## src/rtl/memory_access.sv

```systemverilog
// Memory-access pipeline stage: M register, bus request FSM with
// timeout abort, and the writeback (W) register.
module memory_access (
    input  logic        clk,
    input  logic        clr,
    input  logic [31:0] i_ALU_output_E,
    input  logic [31:0] i_wr_data_E,
    input  logic [4:0]  i_register_file_wr_addr_E,
    input  logic        i_register_file_wr_en_E,
    input  logic        i_data_memory_wr_en_E,
    input  logic        i_sel_result_E,
    output logic        o_mem_req,
    output logic        o_mem_we,
    output logic [31:0] o_mem_addr,
    output logic [31:0] o_mem_wdata,
    input  logic        i_mem_ack,
    input  logic [31:0] i_mem_rdata,
    output logic [31:0] o_ALU_output_M,
    output logic [4:0]  o_register_file_wr_addr_M,
    output logic        o_register_file_wr_en_M,
    output logic        o_stall_M,
    output logic [31:0] o_result_W,
    output logic [4:0]  o_register_file_wr_addr_W,
    output logic        o_register_file_wr_en_W,
    output logic        o_mem_err
);

    typedef enum logic {S_IDLE, S_WAIT} state_t;

    state_t      state;
    state_t      state_nxt;
    logic [3:0]  cnt;
    logic        abort;
    logic        mem_op;

    logic [31:0] alu_m;
    logic [31:0] wd_m;
    logic [4:0]  rd_m;
    logic        we_m;
    logic        dm_m;
    logic        sel_m;

    assign mem_op      = dm_m | sel_m;
    assign o_mem_req   = mem_op;
    assign o_mem_we    = dm_m;
    assign o_mem_addr  = alu_m;
    assign o_mem_wdata = wd_m;
    assign o_stall_M   = mem_op & ~i_mem_ack & ~abort;

    assign o_ALU_output_M            = alu_m;
    assign o_register_file_wr_addr_M = rd_m;
    assign o_register_file_wr_en_M   = we_m;

    // Next-state and abort decode for the outstanding bus access.
    always_comb begin
        state_nxt = state;
        abort     = 1'b0;
        unique case (state)
            S_IDLE: begin
                if (mem_op && !i_mem_ack)
                    state_nxt = S_WAIT;
            end
            S_WAIT: begin
                abort = (cnt == 4'd15) && !i_mem_ack;
                if (i_mem_ack || abort)
                    state_nxt = S_IDLE;
            end
        endcase
    end

    // FSM state, wait counter and sticky timeout flag.
    always_ff @(posedge clk) begin
        if (clr) begin
            state     <= S_IDLE;
            cnt       <= 4'd0;
            o_mem_err <= 1'b0;
        end else begin
            state <= state_nxt;
            if (state == S_IDLE)
                cnt <= 4'd0;
            else if (!i_mem_ack)
                cnt <= cnt + 4'd1;
            if (abort)
                o_mem_err <= 1'b1;
        end
    end

    // M register: capture execute outputs unless the stage is stalled.
    always_ff @(posedge clk) begin
        if (clr) begin
            alu_m <= 32'd0;
            wd_m  <= 32'd0;
            rd_m  <= 5'd0;
            we_m  <= 1'b0;
            dm_m  <= 1'b0;
            sel_m <= 1'b0;
        end else if (!o_stall_M) begin
            alu_m <= i_ALU_output_E;
            wd_m  <= i_wr_data_E;
            rd_m  <= i_register_file_wr_addr_E;
            we_m  <= i_register_file_wr_en_E;
            dm_m  <= i_data_memory_wr_en_E;
            sel_m <= i_sel_result_E;
        end
    end

    // W register: retire the M instruction, or insert a bubble on stall.
    always_ff @(posedge clk) begin
        if (clr) begin
            o_result_W                <= 32'd0;
            o_register_file_wr_addr_W <= 5'd0;
            o_register_file_wr_en_W   <= 1'b0;
        end else if (o_stall_M) begin
            o_register_file_wr_en_W <= 1'b0;
        end else begin
            o_result_W                <= sel_m ? i_mem_rdata : alu_m;
            o_register_file_wr_addr_W <= rd_m;
            o_register_file_wr_en_W   <= we_m & ~abort;
        end
    end

endmodule

```

## config.mk

```make
export PLATFORM = sky130hd
export DESIGN_NAME = memory_access
export DESIGN_NICKNAME = d
export VERILOG_FILES = /design/src/rtl/memory_access.sv
export SDC_FILE = /design/constraint.sdc
export NUM_CORES = 1
export LEC_CHECK = 0
export ABC_AREA = 1
export ABC_CLOCK_PERIOD_IN_PS = 3800
export BUFFER_PORTS_ARGS = -buffer_cell sky130_fd_sc_hd__buf_2
export CORE_ASPECT_RATIO = 1.75
export CORE_MARGIN = 2
export CORE_UTILIZATION = 50
export DETAILED_ROUTE_END_ITERATION = 12
export GPL_ROUTABILITY_DRIVEN = 0
export PLACE_DENSITY = 0.84
export RECOVER_POWER = 50
export SKIP_LAST_GASP = 1
export SYNTH_ARGS = -nofsm -noshare
export SYNTH_HDL_FRONTEND = slang
export SYNTH_SLANG_ARGS = --single-unit
```

## constraint.sdc

```tcl
create_clock -name clk -period 3.8 [get_ports clk]
set_input_delay 0.57 -clock clk [delete_from_list [all_inputs] [get_ports clk]]
set_output_delay 0.57 -clock clk [all_outputs]
set_load 0.1 [all_outputs]
```

==> results of run 1 <==
## flip-flops by register name (all words and copies together), names as in the netlist
signal / flops
o_result_W: 32
cnt: 4
state: 1
o_mem_wdata: 32
o_ALU_output_M: 32
o_register_file_wr_addr_M: 5
o_mem_err: 1
o_register_file_wr_en_M: 1
o_register_file_wr_en_W: 1
o_register_file_wr_addr_W: 5
sel_m: 1
o_mem_we: 1
## per-layer routing
metal	vias up	share of wire [%]
met3	38	5.9
met2	221	51
met4	0	3.7
met5	-	0
met1	2423	39
li1	2915	-
## stage by stage
step	power, µW	hold slack [ns]
final	4435	0.3887
after global routing	4612	0.3764
after CTS	4503	0.3633
after detailed placement	3044	0.4609
after global placement	3032	0.4576
after floorplan	2839	0.4736
## cell usage after synthesis
cell      count  share of area [%]
nand2_2       2               0.23
buf_1         4               0.27
buf_6        11                2.2
nor3_1        2               0.18
inv_2         2               0.14
or2_1         1               0.11
nand3_1     111                 10
a21oi_1       3               0.27
buf_4        33                4.5
dfxtp_1     116                 42
nor2_2        1               0.11
o21ai_0      32                2.9
nor2_1      226                 15
inv_1       114                7.7
a31oi_1       1               0.11
nand4_1       1               0.11
clkbuf_1     23                1.6
ha_1          1               0.23
buf_2        13                1.2
nand2_1     147                 10
buf_8         1               0.27
nor2_4        2               0.41
o21ai_2       1               0.16
and3_1        1               0.11
## where the power goes
part           switching (µW)  internal [µW]  leakage (µW)
combinational            1360            238       0.00211
clock                     535            908      0.000263
sequential               66.6           1330      0.000964
total                    1960           2480       0.00333
## critical path, delay by kind of cell
kind                   cells  cell delay, ns
AND/OR/NAND/NOR            2            0.16
buffers and inverters      3            2.44
## path summary, 6_finish.rpt
check	end	start	cells past startpoint
setup / recovery	o_ALU_output_M[21]	clr	5
hold / removal	o_mem_wdata[9]	i_wr_data_E[9]	3
setup reg to reg	o_ALU_output_M[21]	cnt[0]	8
hold reg to reg	o_register_file_wr_en_W	o_register_file_wr_en_M	2
## layout make-up
| cell class | count | area, µm² | share of cell area [%] |
|---|---|---|---|
| timing repair buffer | 258 | 1169 | 17.03 |
| multi-input combinational | 532 | 2231 | 32.51 |
| tap | 130 | 162.7 | 2.370 |
| sequential | 116 | 2323 | 33.86 |
| inverter | 116 | 436.7 | 6.363 |
| clock buffer | 22 | 454.2 | 6.618 |
| antenna | 1 | 2.502 | 0.03646 |
| clock inverter | 10 | 83.83 | 1.222 |
## logic make-up after synthesis
family,after synthesis,synth area share (%)
and+or+nand+nor,494,36.57
buffers and inverters,201,17.84
DFF,116,41.92
AOI/OAI and AO/OA,37,3.433
adders and majority gates,1,0.2259
==> results.md, run 1 <==
* Status: finished, violations left
* Failing checks: capacitance limit, slew limit
* CTS Hold Buffers Added at 0
* Routed via count at ~5,600
* Number of post-CTS setup repair buffers at 0
* CP Cell Sequence: clkbuf_1 -> clkinvlp_2 -> buf_4 -> nand2_1 -> nor2_1
* Post_cts resized at 0
* Register area share after synthesis at 41.92%
* Initial antenna violation count at 1
* Starting Density at 51.48%
* Antenna-violating nets left at 0
* GRT Residual Overflow at 0
* Slowest stage delay, CP at approximately 1.5 ns
* Dpl hpwl at slightly below 10 mm
* First-pass GRT wire length at ~23 mm
* Total die area at 11,970 µm²
* Final Setup Violations at 0
* Residual DRC count at 0
* CP Max Fanout at 54
* Sum Neg Setup Slack at 0 ns
* Clock latency on the worst-skew pair at 0.40 ns
* FILL cells at 1,058
* Mapped cell area at 5539 µm²
* R2R Setup Slk at 1.54 ns
* Layout Utilization at 63.78%
* Number of DRC markers in iteration 0 at 329
* Final slew viol count at 55
* Required time of the worst setup path at 4.08 ns
* Critical path endpoint category: flop
* Syn Inst Count at 849
* I/O pins at 251
* CP max-delay cell: clkinvlp_2
* Via density at 4.723
* Core area at 10,760 µm²
* Unrepaired setup endpoints after global routing: no
* Vias in the first global route at 5,126
* Pleak at 0.003335 µW
* Tightest Pin Transition at about 1.9 ns
* Reg clk slew, reported paths at 0.05 ns
* Average wire per standard cell at approximately 12 µm
* CTS Sinks at 116
* PwrDens at ~650 nW/µm²
* Synth warn at 0
* Setup WS pre-CTS at between 1 and 1.5 ns
* Share of cells above drive strength 1 at ~16%
* Commonest non-fill, non-tap cell in the layout: nor2_1
* Syn Area/Cell at 6.524 µm²
* Max Clk Rate at between 0.3 and 0.4 GHz
* Distinct cells, synth at 24
* DIE HEIGHT at 143.2 µm
* CTS tree: done
* H-Tree Depth at 4
* Port bufs at 250
* CP Launch Type: input pin
* Period minus WS final at 2.922 ns
* Slew HR at -28.64%
* #FFs+latches synth at between 100 and 150
* Area Growth Syn to Fin at 23.90%
* Final Cell Area at 6863 µm²
* Met1 Usage GRT at 27.36%
* Placed insts at roughly 1,200
* Syn nets at 957
* Max-cap violation count at 1
* Area post-placement at 6480 µm²
* Peak supply drop at around 0.42 mV
* Die W at approximately 84 µm
* Met3 Use GR at 4.740%
* DR pass1 iterations at 5
* Hold Path Class: input pin to flop
* Total GRT Usage at 23.93%
* TritonCTS buffer count at 17
* Nets at 1,149
* CP arrival at ~3.2 ns
* Clock Tree Root: clkbuf_16
* Largest net degree at the start of global routing at 110
* Period Utilization, post-route at around three quarters
* Met2 GRT Util at between 40% and 50%
* Detailed Route WL at 14.74 mm
* Fin worst setup slack at roughly 0.88 ns
* Row Count at 50
* Layout Cells excl Fill at 1,185
* CTS max path bufs at 2
* Grt peak-use layer: met2
* Most frequent cells in the layout: nor2_1, nand2_1, clkbuf_1, buf_2, dfxtp_1
* Crit Path Category: input pin to flop
* Clk_skew at 0.01258 ns
* Hold Vio Cnt, Final at 0
No activity file was read; power rests on OpenSTA's default activity.
==> run 2, diff against run 1 <==
- ABC_CLOCK_PERIOD_IN_PS: 3800 -> 2600
- CORE_UTILIZATION: 50 -> 43
- PLACE_DENSITY: 0.84 -> 0.77
- clock period: 3.8 -> 2.6 ns (I/O delays scaled with it)
==> run 2 against run 1 <==
The flow now finishes without violations. Sequential power increased by 46%. Cell count increased by 3.5%. Total power increased by 58%. Sequential share of layout area decreased by 1.2 points. Register-to-register slack got worse by 0.74 ns. Routed wire length increased by 4.7%. Sequential cell count unchanged. Clock skew decreased by 0.0022 ns. First-iteration DRC count decreased by 13%. Die area increased by 16%. Non-clock buffer count increased by 4. Core utilization decreased by 6.9 points.
==> results.md, run 2 (synthesis gave the netlist of run 1 again) <==
* Status: completed
* CP max-delay cell: clkbuf_1
* WHS Path Cells at 3
* Period minus WS final at between 2 and 2.5 ns
* Die W at 89.80 µm
* FILL cells at about 1,300
* Register Area at between 2000 and 2500 µm²
* CTS max path bufs at 2
* Residual DRC count at 0
* Unrepaired setup endpoints after global routing: no
* Slew HR at 14.78%
* Routed via count at 5,649
* Row Count at 54
* CP Depth at 1
* Slowest stage delay, CP at 0.94 ns
* Final Setup Violations at 0
* H-Tree Depth at 4
* Final slew viol count at 0
* Dpl hpwl at 10.58 mm
* I/O pins at about 250
* CTS tree: done
* TritonCTS buffer count at 17
* Critical path buffer and inverter count at 1
* Required time of the worst setup path at 2.21 ns
* Antenna diodes at 0
* Flop pwr share at around 30%
* CP Cell Sequence: clkbuf_1
* Area Growth Syn to Fin at 28.35%
* Post_cts resized at 0
* Clock Tree Root: clkbuf_16
* Power share of the combinational group at 33.5%
* Clk_skew at 0.01034 ns
* Port bufs at 250
* Sum Neg Setup Slack at 0 ns
* Period Utilization, post-route at 79.09%
* FF-to-FF path depth at 6
* P_int at 4080 µW
* Hold Vio Cnt, Final at 0
* Max Clk Rate at 0.4863 GHz
* Hold Path Class: input pin to flop
* Number of post-CTS setup repair buffers at 0
* CP top delay family: buffers and inverters
* Largest net degree at the start of global routing at 59
* Vias in the first global route at 5,143
* First-pass GRT wire length at about 25 mm
* DR pass1 iterations at 5
* Clock latency on the worst-skew pair at 0.40 ns
* CTS Hold Buffers Added at 0
* Most frequent cells in the layout: nor2_1, nand2_1, buf_2, clkbuf_1, dfxtp_1
* Initial antenna violation count at 1
* Commonest non-fill, non-tap cell in the layout: nor2_1
* Clk pwr share at ~37%
* Total die area at 13,840 µm²
* Total GRT Usage at 21.83%
* CP Launch Type: flop
* GRT Residual Overflow at 0
* Multi-input logic area at 2231 µm²
* Crit Path Category: flop to primary output
* Starting Density at 44.31%
* CTS Sinks at roughly 120
* Core area at 12,500 µm²
* Antenna-violating nets left at 0
* CP Max Fanout at 2
* Via density at 4.608
* Placed insts at ~1,200
* Number of DRC markers in iteration 0 at between 200 and 300
* DIE HEIGHT at around 150 µm
* Pleak at 0.003430 µW
* Reg clk slew, reported paths at approximately 0.06 ns
* Sw power at 2928 µW
* Tightest Pin Transition at 1.284 ns
* PwrDens at 985.7 nW/µm²
* Nets at 1,153
* Peak supply drop at 0.6497 mV
* Max-cap violation count at 0
* Share of cells above drive strength 1 at approximately 17%
* Detailed Route WL at 15.44 mm
* Critical path endpoint category: primary output
* Average wire per standard cell at 12.59 µm
* CP arrival at 1.67 ns
* Net Sw Frac at 41.78%
* Layout Cells excl Fill at 1,226
[run 2: metrics by stage]
step,total power (µW),hold slack (ns),worst slack [ns],utilization (%),instance area (µm²)
CTS,7112,0.1888,0.6350,58.13,7266
detailed placement,4475,0.4942,0.7832,52.78,6598
finish,7007,0.2049,0.5438,56.88,7109
global placement,4459,0.4863,0.7897,52.78,6598
global route,7289,0.2005,0.4511,56.88,7109
floorplan,4149,0.4591,0.3875,-,5539
[run 2: path summary, 6_finish.rpt]
kind                           start  slack (ns)                            to
setup reg to reg               sel_m        0.80  o_register_file_wr_addr_M[1]
hold reg to reg               cnt[1]        0.50                        cnt[1]
hold / removal    i_ALU_output_E[16]        0.20            o_ALU_output_M[16]
setup / recovery      o_result_W[17]        0.54                o_result_W[17]
[run 2: cell type report]
class	count	area share, %
Clock buffer	20	6.565
Clock inverter	12	2.834
Inverter	116	6.142
Multi-Input combinational cell	532	31.38
Sequential cell	116	32.68
Tap cell	168	2.957
Timing Repair Buffer	262	17.44
[run 2: power groups by stage]
stage / registers (µW) / clock network (µW) / logic, µW
after floorplan: 3220 / 0 / 928
after global placement: 2070 / 0 / 2390
after detailed placement: 2080 / 0 / 2400
after CTS: 2040 / 2670 / 2400
final: 2050 / 2620 / 2350
after global routing: 2070 / 2750 / 2470
[run 2: routing by layer]
metal / GRT usage [%] / up-vias / share of wire (%) / wire length, µm
met2: 38.24 / 209 / 51 / 7925
met4: 9.963 / 2 / 2.8 / 428
li1: - / 2922 / - / -
met3: 4.949 / 36 / 5.9 / 914
met1: 25.25 / 2480 / 40 / 6158
met5: 0 / - / 0.045 / 7
==> run 3, diff against run 2 <==
- ABC_CLOCK_PERIOD_IN_PS: 2600 -> 1800
- clock period: 2.6 -> 1.8 ns (I/O delays scaled with it)
==> run 3 against run 2 <==
Global-route usage is 0.14 points lower. Largest cell class unchanged. Sequential cell count stayed put. Die area stayed put. Core utilization is 1.9 points higher. Critical endpoint is now o_stall_M. Non-clock buffer count is 4 higher.
==> results.md, run 3 (synthesis gave the netlist of run 1 again) <==
* Worst r2r dst: o_result_W[4]
* Required time of the worst setup path at 1.53 ns
* CTS tree: done
* Clk_skew at 0.01122 ns
* Max Clk Rate at 0.5866 GHz
* Nets at 1,158
* Hold EP: state
* Share of cells above drive strength 1 at between 20% and 30%
* Via density at 4.555
* Row Count at 54
* PwrDens at around 1400 nW/µm²
* Die W at 89.80 µm
* Layout Cells excl Fill at ~1,200
* Vias in the first global route at 5,243
* Number of DRC markers in iteration 0 at around 250
* Worst hold margin at 0.07557 ns
* Area Growth Syn to Fin at 32.55%
* Largest net degree at the start of global routing at 110
* DR pass1 iterations at 5
* WHS Path Cells at 2
* Power share of the combinational group at 33.9%
* CP Launch Type: flop
* Final Setup Violations at 0
* Pleak at 0.003861 µW
* Clock Tree Root: clkbuf_16
* Tightest Pin Transition at ~0.57 ns
* FILL cells at 1,220
* Dpl hpwl at approximately 10 mm
* Average wire per standard cell at 12.25 µm
* Hold Vio Cnt, Final at 0
* Net Sw Frac at roughly 41%
* Max-cap violation count at 0
* Residual DRC count at 0
* Total die area at 13,840 µm²
* Starting Density at 44.31%
* Crit Path Category: flop to primary output
* R2R Setup Slk at 0.22 ns
* Clock latency on the worst-skew pair at 0.41 ns
* Final slew viol count at 0
* CTS max path bufs at 2
* Register Area at 2325 µm²
* Most frequent cells in the layout: nor2_1, nand2_1, buf_2, clkbuf_2, dfxtp_1
* Sw power at 4196 µW
* I/O pins at around 250
* Period minus WS final at approximately 1.7 ns
* Layout Utilization at 58.74%
* Total GRT Usage at ~22%
* Routed via count at 5,612
* GRT Residual Overflow at 0
* Core area at 12,500 µm²
* Initial antenna violation count at 1
* Placed insts at 1,196
* Hold Path Class: input pin to flop
* Flop pwr share at 29.0%
* CP Max Fanout at 3
* Antenna-violating nets left at 0
* Hold path start: clr
* Unrepaired setup endpoints after global routing: no
* TritonCTS buffer count at 17
* Clk pwr share at 37.1%
* CTS Sinks at 116
* CP arrival at between 1 and 1.5 ns
* Multi-input logic area at between 2000 and 2500 µm²
* DIE HEIGHT at between 150 and 200 µm
* P_int at 5992 µW
* Peak supply drop at between 0.7 and 0.8 mV
* R2R Path Start: cnt[0]
* Status: completed
* FF-to-FF path depth at 8
* Port bufs at 250
* Period Utilization, post-route at a little over nine tenths
* Reg clk slew, reported paths at 0.05 ns
* H-Tree Depth at 4
* Detailed Route WL at about 15 mm
* Critical path endpoint category: primary output
* First-pass GRT wire length at 24.62 mm
* Commonest non-fill, non-tap cell in the layout: nor2_1
* Slew HR at 62.09%
## run 3: changes by cell type in the layout (fill, tap and decap cells not counted), moves of 3 or more
cell / change
clkbuf_1: -119
clkbuf_8: -3
clkbuf_2: +123
buf_12: +3
## run 3: through the flow
stage,TNS (ns),area (µm²),setup slack (ns),total power (µW)
6_report,0,7342,0.09522,10190
5_1_grt,0,7342,0.03348,10600
4_1_cts,0,7342,0.02623,10280
3_5_place_dp,-0.01190,6651,-0.01190,6467
3_3_place_gp,0,6651,0.07967,6446
2_1_floorplan,0,5540,0.07647,5993
## run 3: how the worst max path moves through the flow
stage	from	endpoint	slack, ns	cells after the start
after floorplan	o_mem_we	o_mem_req	0.08	2
after global placement	cnt[0]	o_result_W[0]	0.08	7
after detailed placement	cnt[0]	o_result_W[4]	-0.01	7
after CTS	cnt[0]	o_stall_M	0.03	5
after global routing	cnt[0]	o_stall_M	0.03	5
final	cnt[0]	o_stall_M	0.1	5
## run 3: timing repair
item                                    CTS  global route
buffers inserted                          2             0
pin swaps                                 2             1
hold buffers                              0             0
endpoints found under the setup margin    5             1
gates cloned                              1             0
hold endpoints to repair                  0             0
resized for setup                         1             1
## run 3: area by class of cell
cell class | instances | share of cell area [%]
Antenna cell | 1 | 0.03408
Timing Repair Buffer | 266 | 19.80
Tap cell | 168 | 2.863
Multi-Input combinational cell | 533 | 30.64
Clock inverter | 13 | 3.153
Inverter | 116 | 5.948
Clock buffer | 19 | 5.896
Sequential cell | 116 | 31.66
## run 3: power groups by stage
stage / clock network [µW] / registers (µW) / logic (µW)
global placement: 0 / 2990 / 3450
CTS: 3850 / 2940 / 3480
detailed placement: 0 / 3000 / 3470
floorplan: 0 / 4650 / 1340
finish: 3780 / 2950 / 3460
global route: 3970 / 2980 / 3650
## run 3: critical path, stage by stage (launching register included)
cell     delay [ns]
dfxtp_1        0.32
ha_1           0.22
nand3_2        0.11
nor2_4         0.05
nor2_4         0.15
buf_12         0.19
## run 3: layer usage
metal | up-vias | track usage (%) | wire (µm)
met3 | 30 | 5.537 | 694
li1 | 2937 | - | -
met5 | - | 0 | 0
met1 | 2472 | 25.22 | 6153
met2 | 173 | 37.73 | 7859
met4 | 0 | 9.231 | 386
